==> config.mk <==
export PLATFORM = sky130hd
export DESIGN_NAME = hit_judge
export DESIGN_NICKNAME = d
export VERILOG_FILES = /design/src/rtl/hit_judge.sv
export SDC_FILE = /design/constraint.sdc
export NUM_CORES = 1
export LEC_CHECK = 0
export BUFFER_PORTS_ARGS = -buffer_cell sky130_fd_sc_hd__buf_2
export CAP_MARGIN = 20
export CORE_AREA = 4 4 147 149
export DETAILED_ROUTE_END_ITERATION = 12
export DIE_AREA = 0 0 151 153
export MAX_ROUTING_LAYER = met4
export PLACE_DENSITY = 0.71
export SETUP_SLACK_MARGIN = 0.5
export SYNTH_ARGS = -nofsm -noshare
export SYNTH_HDL_FRONTEND = slang
export SYNTH_SLANG_ARGS = --single-unit
==> constraint.sdc <==
create_clock -name clk -period 3.49 [get_ports clk]
set_input_delay 0.349 -clock clk [delete_from_list [all_inputs] [get_ports clk]]
set_output_delay 0.349 -clock clk [all_outputs]
set_load 0.01 [all_outputs]
==> src/rtl/hit_judge.sv <==
// rtl/hit_judge.sv - judges player presses and mole expiry into miss / partial-hit / full-clear pulses
// Optional BUTTON_SYNC_EN: 2-flop button synchroniser ahead of edge detection.
module hit_judge #(
   parameter int N_MOLES   = 8,
   parameter int LIFE_W    = 26,
   parameter int MOLE_LIFE = 50000000
) (
   input  logic               clk,
   input  logic               rst_n,
   input  logic               enable,
   input  logic [N_MOLES-1:0] spawn,
   input  logic [N_MOLES-1:0] button,
   output logic [N_MOLES-1:0] mole_active,
   output logic               miss,
   output logic               non_full_clear_hit,
   output logic               full_clear_hit
);

   localparam logic [LIFE_W-1:0] LIFE_INIT = LIFE_W'(MOLE_LIFE);
   localparam logic [LIFE_W-1:0] LIFE_ONE  = LIFE_W'(1);

   logic [N_MOLES-1:0] btn_c;
   logic [N_MOLES-1:0] btn_prev;
   logic [N_MOLES-1:0] press;
   logic [N_MOLES-1:0] hit;
   logic [N_MOLES-1:0] wrong;
   logic [N_MOLES-1:0] expire;
   logic [N_MOLES-1:0] remain;
   logic [N_MOLES-1:0] board_next;
   logic [LIFE_W-1:0]  timer [N_MOLES];
   logic               miss_next;
   logic               full_next;
   logic               partial_next;

`ifdef BUTTON_SYNC_EN
   logic [N_MOLES-1:0] sync1;
   logic [N_MOLES-1:0] sync2;

   always_ff @(posedge clk or negedge rst_n) begin
      if (!rst_n) begin
         sync1 <= '0;
         sync2 <= '0;
      end else begin
         sync1 <= button;
         sync2 <= sync1;
      end
   end

   assign btn_c = sync2;
`else
   assign btn_c = button;
`endif

   // Edge register samples even while disabled so a held button never fires on enable.
   always_ff @(posedge clk or negedge rst_n) begin
      if (!rst_n) btn_prev <= '0;
      else        btn_prev <= btn_c;
   end

   assign press = btn_c & ~btn_prev;

   always_comb begin
      hit    = press & mole_active;
      wrong  = press & ~mole_active;
      expire = '0;
      for (int i = 0; i < N_MOLES; i++)
         expire[i] = mole_active[i] && (timer[i] == LIFE_ONE);
      remain       = mole_active & ~hit;
      board_next   = (mole_active & ~hit & ~expire) | spawn;
      miss_next    = (|wrong) || (|expire);
      full_next    = !miss_next && (|hit) && !(|remain);
      partial_next = !miss_next && (|hit) && (|remain);
   end

   always_ff @(posedge clk or negedge rst_n) begin
      if (!rst_n) begin
         mole_active        <= '0;
         miss               <= 1'b0;
         non_full_clear_hit <= 1'b0;
         full_clear_hit     <= 1'b0;
         for (int i = 0; i < N_MOLES; i++) timer[i] <= '0;
      end else if (!enable) begin
         mole_active        <= '0;
         miss               <= 1'b0;
         non_full_clear_hit <= 1'b0;
         full_clear_hit     <= 1'b0;
         for (int i = 0; i < N_MOLES; i++) timer[i] <= '0;
      end else begin
         mole_active        <= board_next;
         miss               <= miss_next;
         non_full_clear_hit <= partial_next;
         full_clear_hit     <= full_next;
         // Spawn wins over hit/expiry on the same hole: the mole stays with a fresh timer.
         for (int i = 0; i < N_MOLES; i++) begin
            if (spawn[i])
               timer[i] <= LIFE_INIT;
            else if (!board_next[i])
               timer[i] <= '0;
            else
               timer[i] <= timer[i] - LIFE_ONE;
         end
      end
   end

endmodule

======== After elaboration in Yosys (flattened, before gate mapping) ========
Cells that the tools add are included.
word-level totals
  register bits after elaboration ......... 227
  bits of input ports ..................... 19
  output and inout port bits .............. 11
  word-level logic and storage cells ...... 78
cells by class
  add/sub/neg operators ................... 8
  equal/unequal tests ..................... 8
  multiplexer cells ....................... 21
  bitwise gates (word level) .............. 10
  reductions and logical operators ........ 18
operators with widths
  cell                                                                     number
  26-bit two-way mux                                                       16
  26-bit by 1-bit equality test with 1-bit output (second input constant)  8
  208-bit two-way mux                                                      1
  26-bit by 1-bit subtractor with 26-bit output (second input constant)    8
  8-bit AND                                                                5
  8-bit inverter                                                           4
  8-bit OR reduction                                                       4
  1-bit logical AND                                                        11
  8-bit two-way mux                                                        1
  8-bit OR                                                                 1
  1-bit two-way mux                                                        3
  1-bit logical NOT                                                        2
  1-bit logical OR                                                         1

======== Depth between registers and ports, before layout ========
Gate-level depths: netlist (run 1).
  word-level depth ........................ 10
  gate-level depth with buffers ........... 9
  depth with buffers taken out ............ 8

======== Least setup slack after synthesis (run 1) ========
OpenSTA, ideal clock, no wires.
  kind .................................... register to register
  start point ............................. register timer[67] in the netlist's numbering
  end point ............................... register timer[60] in the netlist's numbering
  library setup time ...................... 0.119 ns
  arrival ................................. 2.390 ns
  data required time ...................... 3.371 ns
  slack ................................... 0.981 ns
  stages on the path, launching flop included .. 9
  buffers on the path ..................... 2
  clock period less this slack ............ 2.509 ns
  path through ............................ dfrtp_1 or3_4 or4_4 or4_4 nor3_4 or4b_1 buf_6 buf_12 nor2_1
on the way
  cells in the longest elaborated chain, start to end .. 8
RTL lines
  element                                          RTL line  RTL
  from (decl)                                      30        logic [LIFE_W-1:0] timer [N_MOLES];
  from (signal, indexed assignment)                100       timer[i] <= timer[i] - LIFE_ONE;
  26-bit by 1-bit equality test with 1-bit output  67        expire[i] = mole_active[i] && (timer[i] == LIFE_ONE);
  1-bit logical AND                                67
  8-bit inverter                                   69        board_next = (mole_active & ~hit & ~expire) | spawn;
  8-bit AND                                        69
  8-bit OR                                         69
  26-bit two-way mux                               97        else if (!board_next[i])
  26-bit two-way mux                               95        if (spawn[i])
  208-bit two-way mux                              82        end else if (!enable) begin
No other way between the ends.

======== Final worst setup path (run 1) ========
  start point ............................. register timer[87] in the netlist's numbering
  end point ............................... register timer[90] in the netlist's numbering
on the way
  cells in the longest elaborated chain, start to end .. 8
  elaborated cells between the ends (all ways) .. 9
  classes of those cells .................. add/sub (1); eq/ne (1); mux (3); bitwise (3); reduce/logical (1)
RTL lines
  element                                                                                RTL line
  branches (longest 5 deep; another with 26-bit by 1-bit subtractor with 26-bit output)  n/a
  26-bit two-way mux (*)                                                                 97
  26-bit two-way mux (*)                                                                 95
  208-bit two-way mux (*)                                                                82
Mark *: on every way between the ends.

==> impl_metrics.toml, run 1 <==
[synthesis]
yosys.area.top_type = "dfrtp_1"
yosysSeqAreaShare = 0.5157
syn-num-nets = 1133
syn-instance-count = 1098
synth_edf_count = 0
syn_avg_cell_area_um2 = 10.03
synth_area_leaders = "dfrtp_1 (52%), xnor2_1 (8.0%), nor2_1 (5.9%)"
synth_cell_types = 49
synth_warnings = 0
synthDominantCellAreaShare = 0.5157
synth_flop_cell = "dfrtp_1"
synth_seq_cells = 227
syn_area_mm2 = 0.01102
async_reset_ff_frac = 1.000

[grt]
overflow = 0
antenna_found_initial = 1
grt_pass1_vias = 7753
met1_usage = 0.2750
top_usage_layer = "met2"
grt_use_met3 = 0.02961
track_usage = 0.1973
grt_pass1_wl_um = 37250
grt_max_degree = 99
met2_usage = 0.3075

[routing]
wirelength_um = 21610
viasPerCell = 5.501
drt_drc_violations_left = 0
dr_total_vias = 7894
wire_per_inst_um = 15.06
dr.pass1.iters = 4
drt_iter0_markers = 349
ant_nets = 0

[setup_path]
crit_slowest_cell = "or4_1"
timing.critical_path.fanout_max = 13
r2r-start = "timer[87]$_DFF_PN0_"
end_kind = "register"
worstPathArrival_ns = 3.16
rr_worst_depth = 6
cp_num_buf_inv = 0
start_kind = "register"
r2r-end = "timer[90]$_DFF_PN0_"
cp_top_family = "simple AND/OR/NAND/NOR gates"
rrSetupSlack_ns = 0.73
max_stage_delay_ns = 0.61
crit_chain = "or4_1, or4_1, nor4_4, nor2_1, o21a_1, o21a_1"
worstPathRequired_ns = 3.90
timing_worst_setup_path_type = "reg2reg"

[place]
routabilityCongestion = 0.8173
dp.cells = 1377
numPortBuffers = 29
place_hpwl_um = 14320

[sta]
max_freq_mhz = 362.7
hold_viol = 0
whs_ns = 0.09816
slew_headroom = 0.5114
setup_viol = 0
period_share = 0.7899
tightestPinTransition_ns = 0.7330
setup_tns_ns = 0
rsz0062_at_grt = "no"
drv_slew = 0
layout_min_cycle_time_ns = 2.757
skew_ns = 0.01687

[min_path]
min_to = "timer[125]$_DFF_PN0_"
hold-path-cell-count = 2
holdCritPathClass = "in2reg"
min_from = "spawn[3]"

[clocking]
htree_levels = 1
clock_latency_ns = 0.52
cts_root_buf = "clkbuf_16"
clkTransAtPathRegs_ns = 0.06
cts_tree = "done"
cts_num_sinks = 227
max-clock-path-buffers = 3
numCtsBuffers = 25

[job]
cap_violations = 0

[die]
die_area_mm2 = 0.02310
std_cell_rows = 52
die_h_um = 153
die_w_um = 151
io_pins = 30
initial_utilization = 0.5462
coreArea_mm2 = 0.02017

[layout]
nets = 1180
fin_cells = 1435
final_cell_mix = "dfrtp_1 (227), nor2_1 (174), xnor2_1 (100)"
final_common_cell = "dfrtp_1"
syn2layout_area_growth_pct = 13.60
layout-drive-gt1-share = 0.09278

[pwr]
powerDensity_mw_per_mm2 = 559.2
power.total_w = 0.006997
vdd_drop_max_mv = 0.3775
power_leakage_nw = 5.851

[outcome]
status = "finished, final reports clean"
## metrics by stage
stage / area [um2] / worst slack [ns] / util
detailed placement: 11470 / 0.5692 / 0.5686
CTS: 12460 / 0.5624 / 0.6180
global placement: 11470 / 0.5469 / 0.5686
finish: 12510 / 0.7332 / 0.6204
global route: 12510 / 0.5581 / 0.6204
floorplan: 11020 / 0.9811 / -
## cell type report
class / count / area [um2]
well taps: 270 / 337.8
clock buffers: 30 / 684.4
diodes: 1 / 2.502
inverters: 33 / 123.9
flip-flops and latches: 227 / 5680
repair buffers: 55 / 397.9
fillers: 1684 / 7656
multi-input cells: 803 / 5065
clock inverters: 16 / 221.5
## per-layer routing
layer	share of wire	routed length (um)
met2	0.46	9909
met5	0	0
met4	0.022	484
met3	0.031	660
met1	0.49	10560
## power breakdown
part	internal (W)	switching (W)	leakage [nW]
Sequential	0.00279	0.000154	3.04
Clock	0.00177	0.00108	0.434
Combinational	0.000529	0.000683	2.38
## what timing repair did
| action | CTS | global route |
|---|---|---|
| hold buffers | 9 | 0 |
| hold endpoints to repair | 102 | 0 |
| endpoints found under the setup margin | 0 | 40 |
| resized for setup | 0 | 3 |
| setup buffers | 0 | 2 |
## flip-flops by register name, indices dropped and copies added (netlist names)
register and flops:
btn_prev 8, full_clear_hit 1, miss 1, mole_active 8
non_full_clear_hit 1, timer 208
## cells in the mapped netlist, drive strengths merged (12+ instances only)
| cell type | count |
|---|---|
| dfrtp | 227 |
| nor2 | 176 |
| xnor2 | 100 |
| xor2 | 72 |
| nor3 | 60 |
| a21oi | 59 |
| nand2 | 57 |
| o21a | 52 |
| nor4 | 48 |
| inv | 33 |
| or4 | 25 |
| clkbuf | 24 |
| nand3 | 22 |
| or3 | 20 |
| ha | 16 |
| nand2b | 12 |
## how the worst max path moves through the flow
stage                               from              endpoint  slack [ns]  cells after the start
CTS                  timer[39]$_DFF_PN0_   timer[30]$_DFF_PN0_        0.56                      6
finish               timer[87]$_DFF_PN0_   timer[90]$_DFF_PN0_        0.73                      6
global placement     timer[38]$_DFF_PN0_   timer[31]$_DFF_PN0_        0.55                      6
detailed placement   timer[39]$_DFF_PN0_   timer[30]$_DFF_PN0_        0.57                      6
global route        timer[125]$_DFF_PN0_  timer[125]$_DFF_PN0_        0.56                      8
floorplan            timer[67]$_DFF_PN0_   timer[60]$_DFF_PN0_        0.98                      8
## kinds of logic after synthesis
family | count (synthesis) | share of synthesized area
buffers and inverters | 68 | 0.02624
adder cells (fa/ha/maj) | 16 | 0.01817
AO/OA/AOI/OAI | 144 | 0.08348
AND/OR/NAND/NOR | 471 | 0.2197
XOR/XNOR | 172 | 0.1368
flip-flops | 227 | 0.5157
Note: power is estimated with default switching activity, not from simulation.
==> run 2, diff against run 1 <==
Clock period 3.49 ns to 2.85 ns, I/O delays scaled along.
==> run 2 against run 1 <==
  * Flip-flop and latch count unchanged
  * Clock-buffer cell count grew 9
  * Final cell count up 3.7%
  * Maximum frequency grew 15%
  * Via count grew 4.2%
  * Largest power group unchanged
  * Highest routed layer unchanged
==> impl_metrics.toml, run 2 (same netlist as run 1, synthesis figures left out) <==
[place]
dp.cells = 1390
place_hpwl_um = 14250
numPortBuffers = 29
place_area_mm2 = 0.01161
routabilityCongestion = 0.8581
place_ws_ns = 0.2541

[layout]
syn2layout_area_growth_pct = 20.91
final_cell_mix = "dfrtp_1 (227), nor2_1 (157), xnor2_1 (100)"
largest_registers = "timer (208), btn_prev (8), mole_active (8)"
n_fill_cell = 1589
layout-drive-gt1-share = 0.1913
final_area_mm2 = 0.01332
antenna_cells = 0
fin_cells = 1488
largest_register_ffs = 208
nets = 1234
top_register = "timer"
final_common_cell = "dfrtp_1"

[clocking]
cts_root_buf = "clkbuf_16"
cts_num_sinks = 227
cts_tree = "done"
clock_latency_ns = 0.52
clkTransAtPathRegs_ns = 0.06
numCtsBuffers = 26
max-clock-path-buffers = 3
htree_levels = 1

[die]
die_w_um = 151
die_area_mm2 = 0.02310
io_pins = 30
coreArea_mm2 = 0.02017
die_h_um = 153
std_cell_rows = 52
initial_utilization = 0.5462

[sta]
hold_viol = 0
slew_headroom = 0.5310
period_share = 0.8442
layout_min_cycle_time_ns = 2.406
max_freq_mhz = 415.6
rsz0062_at_grt = "yes"
tightestPinTransition_ns = 0.6946
worst_slack_ns = 0.4439
skew_ns = 0.009652
setup_tns_ns = 0
drv_slew = 0
setup_viol = 0

[grt]
antenna_found_initial = 0
grt_max_degree = 83
track_usage = 0.2117
grt_pass1_vias = 8138
grt_pass1_wl_um = 39930
overflow = 0

[outcome]
status = "finished, final reports clean"

[setup_path]
worstPathRequired_ns = 3.25
cp_num_buf_inv = 1
timing.critical_path.fanout_max = 7
max_stage_delay_ns = 0.49
rrSetupSlack_ns = 0.44
end_kind = "register"
cp_common_cell = "or4_4"
timing_worst_setup_path_type = "reg2reg"
worstPathArrival_ns = 2.80
cp_top_family = "simple AND/OR/NAND/NOR gates"
start_kind = "register"
crit_slowest_cell = "or4_4"
crit_chain = "or3_4, or4_4, or4_4, nor3_4, or4b_4, buf_12, a21oi_4"

[pwr]
seqPwrFrac = 0.422
internal_power_w = 0.006099
clkPwrFrac = 0.372
power_leakage_nw = 6.173
combPwrFrac = 0.206
power.total_w = 0.008552
swShare = 0.2869
vdd_drop_max_mv = 0.5182
powerDensity_mw_per_mm2 = 642.1
switchingPower_w = 0.002454

[routing]
wirelength_um = 23510
wire_per_inst_um = 15.80
dr_total_vias = 8229
ant_nets = 0
viasPerCell = 5.530
drt_iter0_markers = 434
drt_drc_violations_left = 0
dr.pass1.iters = 5

[min_path]
holdCritPathClass = "in2reg"

[job]
cap_violations = 0
[run 2: worst paths after layout]
| path | start | to | cells past startpoint |
|---|---|---|---|
| max | timer[68]$_DFF_PN0_ | timer[55]$_DFF_PN0_ | 7 |
| max reg2reg | timer[68]$_DFF_PN0_ | timer[55]$_DFF_PN0_ | 7 |
| min | spawn[3] | timer[125]$_DFF_PN0_ | 2 |
| min reg2reg | timer[0]$_DFF_PN0_ | timer[0]$_DFF_PN0_ | 1 |
| min in group asynchronous | rst_n | timer[162]$_DFF_PN0_ | 2 |
| max in group asynchronous | rst_n | timer[64]$_DFF_PN0_ | 3 |
[run 2: routing by layer]
layer  vias up  global-route usage  part of all wire
met5         -                   -                 0
met3        36             0.02754             0.033
met2       127              0.3279              0.48
met4         0             0.06002             0.023
li1       4013                   -                 -
met1      4053              0.2952              0.46
[run 2: final cells by class]
| class | instances | area [um2] | area share |
|---|---|---|---|
| clock buffers | 39 | 780.7 | 0.05862 |
| clock inverters | 8 | 46.29 | 0.003476 |
| inverters | 33 | 123.9 | 0.009300 |
| multi-input cells | 805 | 5512 | 0.4138 |
| flip-flops and latches | 227 | 5680 | 0.4265 |
| well taps | 270 | 337.8 | 0.02536 |
| repair buffers | 106 | 838.3 | 0.06294 |
[run 2: per-stage QoR]
stage          utilization  hold slack, ns
3_3_place_gp        0.5757          0.2723
6_report            0.6604         0.05267
2_1_floorplan            -        -0.01059
3_5_place_dp        0.5757          0.2678
4_1_cts             0.6414         0.02662
5_1_grt             0.6604         0.04714
[run 2: power groups by stage]
stage	Combinational, W	Clock (W)	Sequential (W)
after CTS	0.00164	0.00326	0.00360
final	0.00176	0.00318	0.00361
after floorplan	0.00117	0	0.00362
after detailed placement	0.00150	0	0.00365
after global routing	0.00196	0.00340	0.00363
after global placement	0.00148	0	0.00365
[run 2: what timing repair did]
item,CTS,global route
hold buffers,9,0
buffers inserted,20,17
endpoints found under the hold margin,75,0
endpoints found under the setup margin,123,179
pin swaps,23,9
gates resized for setup,53,57
cloned,4,1
==> run 3, diff against run 2 <==
Clock period 2.85 ns to 2.45 ns, I/O delays scaled along.
==> run 3 against run 2 <==
  * Via count rose by 6.5%
  * Cell area rose by 12%
  * Die area did not move
  * Wire length rose by 14%
  * Hold slack got worse by 0.014 ns
  * Highest routed layer unchanged
==> impl_metrics.toml, run 3 (same netlist as run 1, synthesis figures left out) <==
[clocking]
max-clock-path-buffers = 3
cts_root_buf = "clkbuf_16"
numCtsBuffers = 25
cts_num_sinks = 227
htree_levels = 1
clkTransAtPathRegs_ns = 0.06
clock_latency_ns = 0.52
cts_tree = "done"

[setup_path]
rr_worst_depth = 7
start_kind = "register"
timing.critical_path.fanout_max = 7
crit_cells = 7
crit_chain = "or3_4, or4_4, or4_4, nor3_4, buf_6, o21ai_4, o21a_1"
end_kind = "register"
cp_common_cell = "or4_4"
cp-startpoint = "timer[68]$_DFF_PN0_"
worstPathArrival_ns = 2.79
worstPathRequired_ns = 2.85
critPathCapture = "timer[65]$_DFF_PN0_"
rrSetupSlack_ns = 0.05
max_stage_delay_ns = 0.50
cp_num_buf_inv = 1
r2r-end = "timer[65]$_DFF_PN0_"
crit_slowest_cell = "or4_4"
r2r-start = "timer[68]$_DFF_PN0_"
cp_top_family = "simple AND/OR/NAND/NOR gates"
timing_worst_setup_path_type = "reg2reg"

[layout]
top_register = "timer"
final_common_cell = "dfrtp_1"
n_fill_cell = 1374
layout-drive-gt1-share = 0.3411
nets = 1305
final_util = 0.7395
multi_input_area_mm2 = 0.006372
antenna_cells = 0
fin_cells = 1557
largest_register_ffs = 208
syn2layout_area_growth_pct = 35.40
regArea_mm2 = 0.005688
largest_registers = "timer (208), btn_prev (8), mole_active (8)"
final_cell_mix = "dfrtp_1 (221), nor2_1 (104), buf_4 (98)"

[sta]
setup_viol = 0
drv_slew = 0
max_freq_mhz = 417.3
rsz0062_at_grt = "yes"
period_share = 0.9782
skew_ns = 0.009799
worst_slack_ns = 0.05345
slew_headroom = 0.4689
hold_viol = 0
layout_min_cycle_time_ns = 2.397
tightestPinTransition_ns = 0.7957
setup_tns_ns = 0

[grt]
antenna_found_initial = 0
grt_max_degree = 71
grt_pass1_vias = 8558
track_usage = 0.2247
grt_pass1_wl_um = 42090
overflow = 0

[die]
die_h_um = 153
die_area_mm2 = 0.02310
initial_utilization = 0.5462
io_pins = 30
std_cell_rows = 52
die_w_um = 151
coreArea_mm2 = 0.02017

[pwr]
power.total_w = 0.01086
power_leakage_nw = 6.745
combPwrFrac = 0.234
switchingPower_w = 0.003112
vdd_drop_max_mv = 0.5946
clkPwrFrac = 0.378
powerDensity_mw_per_mm2 = 728.1
seqPwrFrac = 0.388
swShare = 0.2865
internal_power_w = 0.007749

[place]
place_hpwl_um = 15240
dp.cells = 1425
numPortBuffers = 29
place_ws_ns = 0.03230
routabilityCongestion = 0.8478

[routing]
ant_nets = 0
wirelength_um = 26830
viasPerCell = 5.628
wire_per_inst_um = 17.23
dr_total_vias = 8763
dr.pass1.iters = 5
drt_iter0_markers = 492
drt_drc_violations_left = 0

[outcome]
status = "finished, final reports clean"

[min_path]
holdCritPathClass = "in2reg"
min_from = "spawn[3]"

[job]
cap_violations = 0
==> run 3: layout make-up <==
class,instances,share of cell area
repair buffers,175,0.09957
clock inverters,15,0.01510
well taps,270,0.02265
clock buffers,29,0.04563
flip-flops and latches,227,0.3813
multi-input cells,808,0.4272
inverters,33,0.008472
==> run 3: worst min-delay path by stage <==
stage / end / slack (ns) / cells past startpoint
3_3_place_gp: timer[138]$_DFF_PN0_ / 0.25 / 1
6_report: timer[125]$_DFF_PN0_ / 0.04 / 2
4_1_cts: timer[125]$_DFF_PN0_ / 0.03 / 2
2_1_floorplan: btn_prev[0]$_DFF_PN0_ / -0.05 / 0
3_5_place_dp: timer[138]$_DFF_PN0_ / 0.24 / 1
5_1_grt: timer[125]$_DFF_PN0_ / 0.04 / 2
==> run 3: repair_timing <==
action,in CTS,in global routing
hold buffers,9,0
endpoints found under the setup margin,219,218
hold endpoints to repair,74,0
pin swaps,28,45
cloned,8,2
setup buffers,42,27
resized for setup,108,160
==> run 3: metrics by stage <==
step | area (um2) | hold WS, ns
2_1_floorplan | 11400 | -0.05059
3_3_place_gp | 12180 | 0.2454
3_5_place_dp | 12180 | 0.2444
4_1_cts | 14010 | 0.02587
5_1_grt | 14920 | 0.03618
6_report | 14920 | 0.03866
==> run 3: power groups by stage <==
stage / Combinational (W) / Clock, W / Sequential [W]
CTS: 0.00224 / 0.00418 / 0.00419
floorplan: 0.00148 / 0 / 0.00421
global route: 0.00277 / 0.00435 / 0.00424
finish: 0.00254 / 0.00411 / 0.00421
detailed placement: 0.00197 / 0 / 0.00425
global placement: 0.00193 / 0 / 0.00424
==> run 3: layer usage <==
metal | up-vias | global-route usage | part of all wire
li1 | 4150 | - | -
met1 | 4403 | 0.3132 | 0.44
met2 | 165 | 0.3564 | 0.50
met3 | 45 | 0.03168 | 0.042
met4 | 0 | 0.04404 | 0.021
met5 | - | - | 0
